<file path="config.mk">
export PLATFORM = sky130hd
export DESIGN_NAME = cache_req_arbiter_flat
export DESIGN_NICKNAME = d
export VERILOG_FILES = /design/src/rtl/cache_req_arbiter_pkg.sv /design/src/rtl/cache_req_arbiter_if.sv /design/src/rtl/cache_req_arbiter_rr_arbiter.sv /design/src/rtl/cache_req_arbiter.sv /design/src/flat_wrapper.sv
export SDC_FILE = /design/constraint.sdc
export NUM_CORES = 1
export LEC_CHECK = 0
export CORE_MARGIN = 1
export CORE_UTILIZATION = 39
export DETAILED_ROUTE_END_ITERATION = 10
export GPL_ROUTABILITY_DRIVEN = 0
export HOLD_SLACK_MARGIN = 0.02
export PLACE_DENSITY = 0.77
export RECOVER_POWER = 100
export SETUP_SLACK_MARGIN = 0.05
export SLEW_MARGIN = 20
export SYNTH_ARGS = -nofsm -noshare
export SYNTH_HDL_FRONTEND = slang
export SYNTH_SLANG_ARGS = --single-unit
</file>
<file path="constraint.sdc">
create_clock -name clk -period 2.25 [get_ports clk]
set_input_delay 0.45 -clock clk [delete_from_list [all_inputs] [get_ports clk]]
set_output_delay 0.45 -clock clk [all_outputs]
set_load 0.01 [all_outputs]
</file>
<file path="src/rtl/cache_req_arbiter_pkg.sv">
// Shared widths and the outstanding-tag table entry for the cache request arbiter.
// Defaults here are the widths the top and interface parameters fall back to.
package cache_arb_pkg;

    localparam int ADDR_W    = 32;
    localparam int DATA_W    = 32;
    localparam int ID_W      = 3;
    localparam int TAG_W     = 3;
    localparam int NUM_TAGS  = 2 ** TAG_W;
    // Requester index field sized for the largest supported NUM_REQ (4).
    localparam int REQ_IDX_W = 2;

    typedef struct packed {
        logic                 busy;
        logic [REQ_IDX_W-1:0] req_idx;
        logic [ID_W-1:0]      id;
    } tag_entry_t;

endpackage

</file>
<file path="src/rtl/cache_req_arbiter_if.sv">
// Requester-side and cache-side bundle of the cache request arbiter.
// slave is the arbiter's view; master is the view of the surrounding core and cache.
interface cache_req_arbiter_if #(
    parameter int NUM_REQ = 2,
    parameter int ADDR_W  = cache_arb_pkg::ADDR_W,
    parameter int DATA_W  = cache_arb_pkg::DATA_W,
    parameter int ID_W    = cache_arb_pkg::ID_W,
    parameter int TAG_W   = cache_arb_pkg::TAG_W
);

    logic [NUM_REQ-1:0]        req_valid;
    logic [NUM_REQ-1:0]        req_rw;
    logic [NUM_REQ*ADDR_W-1:0] req_addr;
    logic [NUM_REQ*DATA_W-1:0] req_data;
    logic [NUM_REQ*ID_W-1:0]   req_id;
    logic [NUM_REQ-1:0]        req_grant;
    logic [NUM_REQ-1:0]        rsp_valid;
    logic [ID_W-1:0]           rsp_id;
    logic [DATA_W-1:0]         rsp_data;

    logic [ADDR_W-1:0]         c_addr_in;
    logic [DATA_W-1:0]         c_data_in;
    logic                      c_rw_in;
    logic                      c_valid_in;
    logic [TAG_W-1:0]          c_id_in;
    logic [DATA_W-1:0]         c_data_out;
    logic [TAG_W-1:0]          c_id_out;
    logic                      c_ready_out;
    logic                      c_stall_out;

    logic [TAG_W:0]            outstanding;
    logic                      err;

    modport slave (
        input  req_valid, req_rw, req_addr, req_data, req_id,
        input  c_data_out, c_id_out, c_ready_out, c_stall_out,
        output req_grant, rsp_valid, rsp_id, rsp_data,
        output c_addr_in, c_data_in, c_rw_in, c_valid_in, c_id_in,
        output outstanding, err
    );

    modport master (
        output req_valid, req_rw, req_addr, req_data, req_id,
        output c_data_out, c_id_out, c_ready_out, c_stall_out,
        input  req_grant, rsp_valid, rsp_id, rsp_data,
        input  c_addr_in, c_data_in, c_rw_in, c_valid_in, c_id_in,
        input  outstanding, err
    );

endinterface

</file>
<file path="src/rtl/cache_req_arbiter_rr_arbiter.sv">
// Round-robin arbiter: combinational one-hot grant, pointer advances past each winner.
// Latency 0; en_i low forces all grants low and freezes the pointer.
module rr_arbiter #(
    parameter int NUM_REQ = 2
) (
    input  logic               clk,
    input  logic               reset,
    input  logic [NUM_REQ-1:0] req_i,
    input  logic               en_i,
    output logic [NUM_REQ-1:0] gnt_o
);

    localparam int PTR_W = (NUM_REQ > 1) ? $clog2(NUM_REQ) : 1;

    logic [PTR_W-1:0] ptr_q;
    logic [PTR_W-1:0] ptr_d;
    logic             found;

    // Scan offsets from the pointer; the first requesting slot wins.
    always_comb begin
        gnt_o = '0;
        ptr_d = ptr_q;
        found = 1'b0;
        for (int k = 0; k < NUM_REQ; k++) begin
            for (int i = 0; i < NUM_REQ; i++) begin
                if (en_i && !found && req_i[i] && (i == ((int'(ptr_q) + k) % NUM_REQ))) begin
                    found    = 1'b1;
                    gnt_o[i] = 1'b1;
                    ptr_d    = PTR_W'((i + 1) % NUM_REQ);
                end
            end
        end
    end

    always_ff @(posedge clk or negedge reset) begin
        if (!reset) begin
            ptr_q <= '0;
        end else begin
            ptr_q <= ptr_d;
        end
    end

endmodule

</file>
<file path="src/rtl/cache_req_arbiter.sv">
// Shares one cache request port among NUM_REQ requesters, retagging via an outstanding-tag table.
// Grant->c_valid_in 1 cycle, c_ready_out->rsp_valid 1 cycle; grants stop on cache stall or a full table.
module cache_req_arbiter #(
    parameter int NUM_REQ = 2,
    parameter int ADDR_W  = cache_arb_pkg::ADDR_W,
    parameter int DATA_W  = cache_arb_pkg::DATA_W,
    parameter int ID_W    = cache_arb_pkg::ID_W,
    parameter int TAG_W   = cache_arb_pkg::TAG_W
) (
    input  logic               clk,
    input  logic               reset,
    cache_req_arbiter_if.slave bus
);

    import cache_arb_pkg::*;

    localparam int N_TAGS = 1 << TAG_W;

    tag_entry_t           tbl_q [N_TAGS];
    tag_entry_t           tbl_d [N_TAGS];

    logic [NUM_REQ-1:0]   gnt;
    logic                 grant_any;
    logic                 slot_free;
    logic                 free_found;
    logic [TAG_W-1:0]     free_tag;
    logic [REQ_IDX_W-1:0] gnt_idx;

    tag_entry_t           cmp_entry;
    logic                 cmp_ok;
    logic                 cmp_bad;

    logic                 c_valid_q, c_valid_d;
    logic                 c_rw_q,    c_rw_d;
    logic [ADDR_W-1:0]    c_addr_q,  c_addr_d;
    logic [DATA_W-1:0]    c_data_q,  c_data_d;
    logic [TAG_W-1:0]     c_id_q,    c_id_d;

    logic [NUM_REQ-1:0]   rsp_valid_q, rsp_valid_d;
    logic [ID_W-1:0]      rsp_id_q,    rsp_id_d;
    logic [DATA_W-1:0]    rsp_data_q,  rsp_data_d;
    logic                 err_q,       err_d;
    logic [TAG_W:0]       outst_q,     outst_d;

    // The slot can take a new request if empty or being drained this cycle.
    assign slot_free = !c_valid_q || !bus.c_stall_out;

    always_comb begin
        free_found = 1'b0;
        free_tag   = '0;
        for (int t = 0; t < N_TAGS; t++) begin
            if (!free_found && !tbl_q[t].busy) begin
                free_found = 1'b1;
                free_tag   = TAG_W'(t);
            end
        end
    end

    rr_arbiter #(
        .NUM_REQ (NUM_REQ)
    ) u_rr (
        .clk   (clk),
        .reset (reset),
        .req_i (bus.req_valid),
        .en_i  (slot_free && free_found),
        .gnt_o (gnt)
    );

    assign grant_any = |gnt;

    always_comb begin
        gnt_idx = '0;
        for (int i = 0; i < NUM_REQ; i++) begin
            if (gnt[i]) gnt_idx = REQ_IDX_W'(i);
        end
    end

    assign cmp_entry = tbl_q[bus.c_id_out];
    assign cmp_ok    = bus.c_ready_out && cmp_entry.busy;
    assign cmp_bad   = bus.c_ready_out && !cmp_entry.busy;

    always_comb begin
        tbl_d = tbl_q;
        // A completion frees its tag only from the next cycle; the grant uses this cycle's free set.
        if (cmp_ok) tbl_d[bus.c_id_out].busy = 1'b0;
        if (grant_any) begin
            tbl_d[free_tag].busy    = 1'b1;
            tbl_d[free_tag].req_idx = gnt_idx;
            tbl_d[free_tag].id      = bus.req_id[gnt_idx*ID_W +: ID_W];
        end

        c_valid_d = c_valid_q;
        c_rw_d    = c_rw_q;
        c_addr_d  = c_addr_q;
        c_data_d  = c_data_q;
        c_id_d    = c_id_q;
        if (grant_any) begin
            c_valid_d = 1'b1;
            c_rw_d    = bus.req_rw[gnt_idx];
            c_addr_d  = bus.req_addr[gnt_idx*ADDR_W +: ADDR_W];
            c_data_d  = bus.req_data[gnt_idx*DATA_W +: DATA_W];
            c_id_d    = free_tag;
        end else if (c_valid_q && !bus.c_stall_out) begin
            c_valid_d = 1'b0;
        end

        rsp_id_d   = rsp_id_q;
        rsp_data_d = rsp_data_q;
        for (int i = 0; i < NUM_REQ; i++) begin
            rsp_valid_d[i] = cmp_ok && (cmp_entry.req_idx == REQ_IDX_W'(i));
        end
        if (cmp_ok) begin
            rsp_id_d   = cmp_entry.id;
            rsp_data_d = bus.c_data_out;
        end

        err_d = err_q | cmp_bad;

        case ({grant_any, cmp_ok})
            2'b10:   outst_d = outst_q + 1'b1;
            2'b01:   outst_d = outst_q - 1'b1;
            default: outst_d = outst_q;
        endcase
    end

    always_ff @(posedge clk or negedge reset) begin
        if (!reset) begin
            for (int t = 0; t < N_TAGS; t++) tbl_q[t] <= '0;
            c_valid_q   <= 1'b0;
            c_rw_q      <= 1'b0;
            c_addr_q    <= '0;
            c_data_q    <= '0;
            c_id_q      <= '0;
            rsp_valid_q <= '0;
            rsp_id_q    <= '0;
            rsp_data_q  <= '0;
            err_q       <= 1'b0;
            outst_q     <= '0;
        end else begin
            tbl_q       <= tbl_d;
            c_valid_q   <= c_valid_d;
            c_rw_q      <= c_rw_d;
            c_addr_q    <= c_addr_d;
            c_data_q    <= c_data_d;
            c_id_q      <= c_id_d;
            rsp_valid_q <= rsp_valid_d;
            rsp_id_q    <= rsp_id_d;
            rsp_data_q  <= rsp_data_d;
            err_q       <= err_d;
            outst_q     <= outst_d;
        end
    end

    assign bus.req_grant   = gnt;
    assign bus.c_valid_in  = c_valid_q;
    assign bus.c_rw_in     = c_rw_q;
    assign bus.c_addr_in   = c_addr_q;
    assign bus.c_data_in   = c_data_q;
    assign bus.c_id_in     = c_id_q;
    assign bus.rsp_valid   = rsp_valid_q;
    assign bus.rsp_id      = rsp_id_q;
    assign bus.rsp_data    = rsp_data_q;
    assign bus.err         = err_q;
    assign bus.outstanding = outst_q;

endmodule

</file>
<file path="src/flat_wrapper.sv">
// flat-port wrapper written by rule: the top's interface ports become plain ports
module cache_req_arbiter_flat import cache_arb_pkg::*;
#(
    parameter int NUM_REQ = 2,
    parameter int ADDR_W  = cache_arb_pkg::ADDR_W,
    parameter int DATA_W  = cache_arb_pkg::DATA_W,
    parameter int ID_W    = cache_arb_pkg::ID_W,
    parameter int TAG_W   = cache_arb_pkg::TAG_W
)
  (clk, reset, bus_req_valid, bus_req_rw, bus_req_addr, bus_req_data, bus_req_id, bus_c_data_out, bus_c_id_out, bus_c_ready_out, bus_c_stall_out, bus_req_grant, bus_rsp_valid, bus_rsp_id, bus_rsp_data, bus_c_addr_in, bus_c_data_in, bus_c_rw_in, bus_c_valid_in, bus_c_id_in, bus_outstanding, bus_err);
  cache_req_arbiter_if #(.NUM_REQ(NUM_REQ), .ADDR_W(ADDR_W), .DATA_W(DATA_W), .ID_W(ID_W), .TAG_W(TAG_W)) bus_i ();
  input  logic clk;
  input  logic reset;
  input wire logic [$bits(bus_i.req_valid)-1:0] bus_req_valid;
  input wire logic [$bits(bus_i.req_rw)-1:0] bus_req_rw;
  input wire logic [$bits(bus_i.req_addr)-1:0] bus_req_addr;
  input wire logic [$bits(bus_i.req_data)-1:0] bus_req_data;
  input wire logic [$bits(bus_i.req_id)-1:0] bus_req_id;
  input wire logic [$bits(bus_i.c_data_out)-1:0] bus_c_data_out;
  input wire logic [$bits(bus_i.c_id_out)-1:0] bus_c_id_out;
  input wire logic [$bits(bus_i.c_ready_out)-1:0] bus_c_ready_out;
  input wire logic [$bits(bus_i.c_stall_out)-1:0] bus_c_stall_out;
  output wire logic [$bits(bus_i.req_grant)-1:0] bus_req_grant;
  output wire logic [$bits(bus_i.rsp_valid)-1:0] bus_rsp_valid;
  output wire logic [$bits(bus_i.rsp_id)-1:0] bus_rsp_id;
  output wire logic [$bits(bus_i.rsp_data)-1:0] bus_rsp_data;
  output wire logic [$bits(bus_i.c_addr_in)-1:0] bus_c_addr_in;
  output wire logic [$bits(bus_i.c_data_in)-1:0] bus_c_data_in;
  output wire logic [$bits(bus_i.c_rw_in)-1:0] bus_c_rw_in;
  output wire logic [$bits(bus_i.c_valid_in)-1:0] bus_c_valid_in;
  output wire logic [$bits(bus_i.c_id_in)-1:0] bus_c_id_in;
  output wire logic [$bits(bus_i.outstanding)-1:0] bus_outstanding;
  output wire logic [$bits(bus_i.err)-1:0] bus_err;
  assign bus_i.req_valid = bus_req_valid;
  assign bus_i.req_rw = bus_req_rw;
  assign bus_i.req_addr = bus_req_addr;
  assign bus_i.req_data = bus_req_data;
  assign bus_i.req_id = bus_req_id;
  assign bus_i.c_data_out = bus_c_data_out;
  assign bus_i.c_id_out = bus_c_id_out;
  assign bus_i.c_ready_out = bus_c_ready_out;
  assign bus_i.c_stall_out = bus_c_stall_out;
  assign bus_req_grant = bus_i.req_grant;
  assign bus_rsp_valid = bus_i.rsp_valid;
  assign bus_rsp_id = bus_i.rsp_id;
  assign bus_rsp_data = bus_i.rsp_data;
  assign bus_c_addr_in = bus_i.c_addr_in;
  assign bus_c_data_in = bus_i.c_data_in;
  assign bus_c_rw_in = bus_i.c_rw_in;
  assign bus_c_valid_in = bus_i.c_valid_in;
  assign bus_c_id_in = bus_i.c_id_in;
  assign bus_outstanding = bus_i.outstanding;
  assign bus_err = bus_i.err;
  cache_req_arbiter #(.NUM_REQ(NUM_REQ), .ADDR_W(ADDR_W), .DATA_W(DATA_W), .ID_W(ID_W), .TAG_W(TAG_W)) u_core (.clk(clk), .reset(reset), .bus(bus_i));
endmodule
</file>
==> metrics, run 1 <==
most common cell after layout, fill and taps aside clkdlybuf4s50_1; P per Cell Area 1040 nW/um^2; startpoint types register; Post-Synth XOR/XNOR Area 0.638%; Starting Density 39.8%; synthesized area 6870 um^2; critical path cell sequence buf_6 -> mux2_4 -> a2bb2oi_2 -> nand3_2 -> inv_4 -> ha_4 -> xor2_1 -> ha_2 -> a21oi_2 -> xor2_1 -> nor2_1 -> xor2_1; final cell count without fillers 1167; clock tree buffer depth 2; status completed; Post-Place Worst Slack -0.496 ns; post-route clock period utilization 98.7%; vias in the first global route 5960; FP Rows 48; min Tclk post-route 2.22 ns; fmax 450 MHz; Skew-Pair Late Insertion Delay 0.43 ns; maximum fanout along the worst path 4; Synth Area in Adders 0.547%; area of the multi-input gates 2920 um^2; Slew Viols, Final 0; DP HPWL 14600 um; die area 18100 um^2; DRC viols 0; total gr overflow 0; worst stage delay on the critical path 0.45 ns; CTS tree built; Ys Warns 0; Post-DP Area 10400 um^2; Tot GR Track Use 22.3%; Synth Flop Type dfrtp_1; Nets 1108; Max-cap violations 0; Die Y 135 um; final hold violations 0; Mapped Nets 778; asr flop ratio synth 100%; routed wire length 20000 um; hold depth 1; simple logic cell fraction of the synthesized area 9.09%; Mean Syn Cell Area 11.5 um^2; CORE AREA 17200 um^2; Mapped Cells 598; Final Core Density 63.4%; Design Power 11.3 mW; register area 3810 um^2; post-route cell area 10900 um^2; I/O Buffers 289; Hold Path Class register to register; Seq/Total Area, Yosys 55.4%; Worst-Margin Slew 1.17 ns; Final Skew 0.00958 ns; Final ANT Viol Nets 0; Most common cell on crit path xor2_1; DRT Pass-1 Iters 4; CP Class register to register; Clk Tree Root Cell clkbuf_16; post-synthesis compound-gate area fraction 9.89%; largest family of logic cells by synthesized area multiplexers; synth unique cells 47; CP arrival 2.52 ns; Setup crit end kind register; FILL cells 1420; Via density 4.95; relative slew slack 22.2%; via count 5772; pin count of the biggest net entering global routing 74; most frequent cells in the layout clkdlybuf4s50_1 (175), dfrtp_1 (150), dlygate4sd3_1 (110); Post-synth EDFFs 0; R2R cell count 12; layout cells sized above 1 16.8%; CP max stage cell dfrtp_2; Top Ports 290; initial antenna violation count 2; routed len/inst 17.1 um; Layout area overhead 59.0%; fin worst setup slack 0.0290 ns; initial DRC count 247; maximum vdd drop 0.000595 V; H-tree depth 4; Clock Sinks 152; CTS clk-pin slew, worst paths 0.06 ns; Placed Cells 1126; #FFs+latches synth 152; P_leak 4.96 nW; die width 135 um; first-pass GRT wire length 31000 um; post-synthesis mux area share 21.5%; RSZ-0062 raised after global routing yes; # setup viols final 0; CTS buffer count 17; Req. time, crit path 2.55 ns
[logic make-up (layout without fill, tap and decap cells)]
family | after synthesis | count (layout)
multiplexers | 134 | 134
other | 0 | 2
buffers and inverters | 43 | 385
adder cells (fa/ha/maj) | 3 | 3
flip-flops | 152 | 152
XOR/XNOR | 5 | 5
AND/OR/NAND/NOR | 139 | 139
AO/OA/AOI/OAI | 122 | 122
[synthesized netlist by cell type, types with 2 or more instances]
cell type / number / area, um^2
a21boi_0: 4 / 30.0
a21o_1: 4 / 30.0
a21oi_1: 19 / 95.1
a22o_1: 2 / 17.5
a22oi_1: 3 / 22.5
a2bb2oi_1: 2 / 17.5
a31oi_1: 2 / 12.5
and3_1: 2 / 12.5
buf_1: 3 / 11.3
buf_2: 11 / 55.1
buf_4: 4 / 30.0
buf_6: 2 / 22.5
clkbuf_1: 18 / 67.6
dfrtp_1: 152 / 3800
ha_1: 3 / 37.5
inv_1: 5 / 18.8
mux2_2: 50 / 563
mux2_4: 4 / 60.1
mux2i_1: 76 / 761
mux4_2: 4 / 90.1
nand2_1: 85 / 319
nand2b_1: 3 / 18.8
nand3_1: 6 / 30.0
nand3b_1: 4 / 30.0
nor2_1: 20 / 75.1
nor2b_1: 4 / 25.0
nor3_1: 4 / 20.0
nor3b_1: 2 / 15.0
o21a_1: 2 / 15.0
o21ai_0: 77 / 385
or2_2: 2 / 12.5
xor2_1: 4 / 35.0
[layout make-up]
class	count	share of cell area (%)
antenna	2	0.0458
timing repair buffer	349	30.5
multi-input combinational	403	26.8
inverter	5	0.195
tap	225	2.58
sequential	152	34.8
clock buffer	20	4.18
clock inverter	11	0.893
[state kept, by name, indices dropped and copies added, names as in the netlist]
name	cells
u_core.bus.c_data_in	32
u_core.bus.rsp_valid	2
u_core.bus.rsp_id	3
u_core.bus.err	1
u_core.bus.c_addr_in	32
u_core.bus.outstanding	4
u_core.u_rr.ptr_q	1
u_core.bus.c_rw_in	1
u_core.tbl_q	40
u_core.bus.c_valid_in	1
u_core.bus.rsp_data	32
u_core.bus.c_id_in	3
[critical path, delay by kind of cell, from the launching register on]
family | cells | cell delay, ns
flops | 1 | 0.45
buf+inv | 2 | 0.17
simple gates | 2 | 0.18
compound gates | 2 | 0.25
fa+ha+maj | 2 | 0.33
xor+xnor | 3 | 0.45
mux | 1 | 0.26
[metal layers]
| metal | routed length [um] | global-route usage (%) | share of wire, % |
|---|---|---|---|
| met4 | 422 | 9.74 | 2.1 |
| met1 | 8000 | 26.1 | 40 |
| met5 | 0 | 0 | 0 |
| met3 | 1190 | 4.62 | 6.0 |
| met2 | 10400 | 39.4 | 52 |
[through the flow]
| stage | TNS (ns) | hold WS [ns] |
|---|---|---|
| floorplan | -0.0700 | 0.154 |
| global placement | -17.83 | 0.418 |
| detailed placement | -22.55 | 0.412 |
| CTS | 0 | 0.479 |
| global route | -1.22 | 0.489 |
| finish | 0 | 0.466 |
[power by group]
part           leakage [nW]  internal (mW)  switching [mW]
clock                 0.277           1.57            1.15
combinational          2.87           2.42            1.87
sequential             1.81           3.74           0.566
[final timing paths]
kind | to | slack [ns] | startpoint
max | u_core.bus.outstanding[2]$_DFFE_PN0P_ | 0.03 | u_core.tbl_q[29]$_DFF_PN0_
min | u_core.bus.outstanding[3]$_DFFE_PN0P_ | 0.47 | u_core.bus.outstanding[3]$_DFFE_PN0P_
max reg2reg | u_core.bus.outstanding[2]$_DFFE_PN0P_ | 0.03 | u_core.tbl_q[29]$_DFF_PN0_
min reg2reg | u_core.bus.outstanding[3]$_DFFE_PN0P_ | 0.47 | u_core.bus.outstanding[3]$_DFFE_PN0P_
max in group asynchronous | u_core.bus.c_data_in[23]$_DFFE_PN0P_ | 0.25 | reset
min in group asynchronous | u_core.bus.rsp_data[23]$_DFFE_PN0P_ | 0.79 | reset
[timing repair]
item,4_1_cts,5_1_grt
gates cloned,0,0
resized for setup,8,7
pin swaps,6,3
buffers inserted,6,1
hold buffers,1,0
hold endpoints to repair,39,0
endpoints found under the setup margin,4,5
Power figures use the tool's default switching activity.
==> run 2, diff against run 1 <==
- HOLD_SLACK_MARGIN: 0.02 -> 0.12
==> results of run 2 <==
The final DEF is identical to that of run 1; final timing and power are the same.
==> run 3, diff against run 2 <==
- CORE_MARGIN: 1 -> 4
- SLEW_MARGIN: 20 -> not set
==> metrics, run 3 (same netlist as run 1, synthesis figures left out) <==
most common cell after layout, fill and taps aside clkdlybuf4s50_1; H-tree depth 4; Placed Cells 1121; Seq pwr share 37.3%; fmax 476 MHz; routed len/inst 17.9 um; Nets 1106; Slew Viols, Final 0; first-pass GRT wire length 32200 um; die width 141 um; die area 19800 um^2; reg2reg start u_core.tbl_q[17]$_DFF_PN0_; CP arrival 2.40 ns; DRC viols 0; DRT Pass-1 Iters 4; CTS tree built; FP Rows 48; Psw 3.55 mW; maximum fanout along the worst path 5; Req. time, crit path 2.54 ns; layout cells sized above 1 16.5%; startpoint types input pin; # setup viols final 0; Setup crit end kind register; Reg2Reg Setup Slack 0.15 ns; sw frac 30.9%; vias in the first global route 5960; min Tclk post-route 2.10 ns; Skew-Pair Late Insertion Delay 0.41 ns; RSZ-0062 raised after global routing no; met3 GRT Util 5.77%; relative slew slack 25.0%; Top Ports 290; P_leak 4.96 nW; CP Class input pin to register; Worst-Margin Slew 1.12 ns; maximum vdd drop 0.000620 V; Final Core Density 63.4%; end of the worst register-to-register path u_core.tbl_q[0]$_DFFE_PN0P_; M1 GR Usage 24.5%; final cell count without fillers 1164; Clock Sinks 152; CORE AREA 17300 um^2; post-route clock period utilization 93.5%; R2R cell count 6; CP max stage cell clkdlybuf4s50_1; met2 GRT Util 36.7%; pin count of the biggest net entering global routing 84; Final ANT Viol Nets 0; Starting Density 39.7%; ant diodes 0; Hold Path Origin u_core.bus.err$_DFF_PN0_; max reg flops 40; Clk Tree Root Cell clkbuf_16; Most common cell on crit path buf_4; initial antenna violation count 0; routed wire length 20800 um; Comb power frac 36.6%; CTS clk-pin slew, worst paths 0.06 ns; DP HPWL 15300 um; critical path endpoint u_core.tbl_q[18]$_DFFE_PN0P_; Internal 7.96 mW; CP startpoint bus_c_stall_out; Layout area overhead 59.6%; Max-cap violations 0; Die Y 141 um; FILL cells 1401; clock tree buffer depth 2; GR peak layer met2; Tot GR Track Use 20.6%; P per Cell Area 1050 nW/um^2; most frequent cells in the layout clkdlybuf4s50_1 (171), dfrtp_1 (149), dlygate4sd3_1 (113); CTS buffer count 17; I/O Buffers 289; Final Skew 0.00927 ns; initial DRC count 258; status completed; Via density 4.91; critical path cell sequence clkdlybuf4s50_1 -> nand2_1 -> buf_4 -> o21ai_1 -> nor3b_1 -> nor2b_1 -> buf_4 -> mux2_2; Hold Path Class register to register; total gr overflow 0; clock power share 26.1%; final hold violations 0; worst stage delay on the critical path 0.40 ns; via count 5713; Biggest register u_core.tbl_q
run 3: cell types whose count changed in the layout (fill, tap and decap cells not counted), sizes merged:
cell	delta
inv	-1
diode	-2
clkbuf	+3
buf	-3
clkdlybuf4s50	-4
clkinvlp	+2
clkinv	-4
bufinv	+2
dlygate4sd3	+3
dlymetal6s2s	+1
run 3: through the flow:
stage / hold slack (ns) / setup TNS (ns) / power (mW) / worst slack (ns) / area [um^2]
after floorplan: 0.154 / -0.0700 / 6.40 / -0.0700 / 6930
after global placement: 0.408 / -18.95 / 8.70 / -0.446 / 10300
after detailed placement: 0.405 / -24.60 / 8.81 / -0.474 / 10300
after CTS: 0.482 / 0 / 12.0 / 0.0391 / 11000
after global routing: 0.485 / 0 / 12.2 / 0.0460 / 11000
final: 0.472 / 0 / 11.5 / 0.147 / 11000
run 3: area by class of cell:
cell class	instances	area [um^2]	share of cell area (%)
flip-flops and latches	152	3810	34.7
clock inverters	10	140	1.28
repair buffers	347	3320	30.3
multi-input cells	403	2910	26.5
clock buffers	22	484	4.42
well taps	225	282	2.57
inverters	5	21.3	0.194
run 3: how the worst min path moves through the flow:
stage	to	slack, ns	depth (start not counted)
6_report	u_core.bus.err$_DFF_PN0_	0.47	1
3_5_place_dp	u_core.bus.rsp_id[1]$_DFFE_PN0P_	0.41	1
5_1_grt	u_core.bus.err$_DFF_PN0_	0.49	1
4_1_cts	u_core.bus.err$_DFF_PN0_	0.48	1
2_1_floorplan	u_core.bus.c_addr_in[0]$_DFFE_PN0P_	0.15	0
3_3_place_gp	u_core.bus.rsp_data[24]$_DFFE_PN0P_	0.41	1
run 3: what timing repair did:
item | in CTS | in global routing
buffers inserted | 9 | 2
gates resized for setup | 8 | 10
endpoints found under the hold margin | 41 | 0
hold buffers | 1 | 0
setup endpoints to repair | 5 | 5
pin swaps | 1 | 5
run 3: routing by layer:
metal | part of all wire, % | routed length (um)
met3 | 6.9 | 1440
met2 | 52 | 10700
met1 | 40 | 8370
met5 | 0 | 0
met4 | 1.2 | 250
run 3: critical path, delay by kind of cell:
family,cells,cell delay [ns]
compound gates,1,0.13
buf+inv,3,0.73
mux,1,0.34
simple gates,3,0.74
run 3: power by group through the flow:
stage	combinational, mW	clock, mW	sequential [mW]
5_1_grt	4.60	3.19	4.44
3_3_place_gp	4.33	0	4.37
4_1_cts	4.60	3.07	4.32
2_1_floorplan	1.81	0	4.59
3_5_place_dp	4.40	0	4.40
6_report	4.22	3.00	4.30
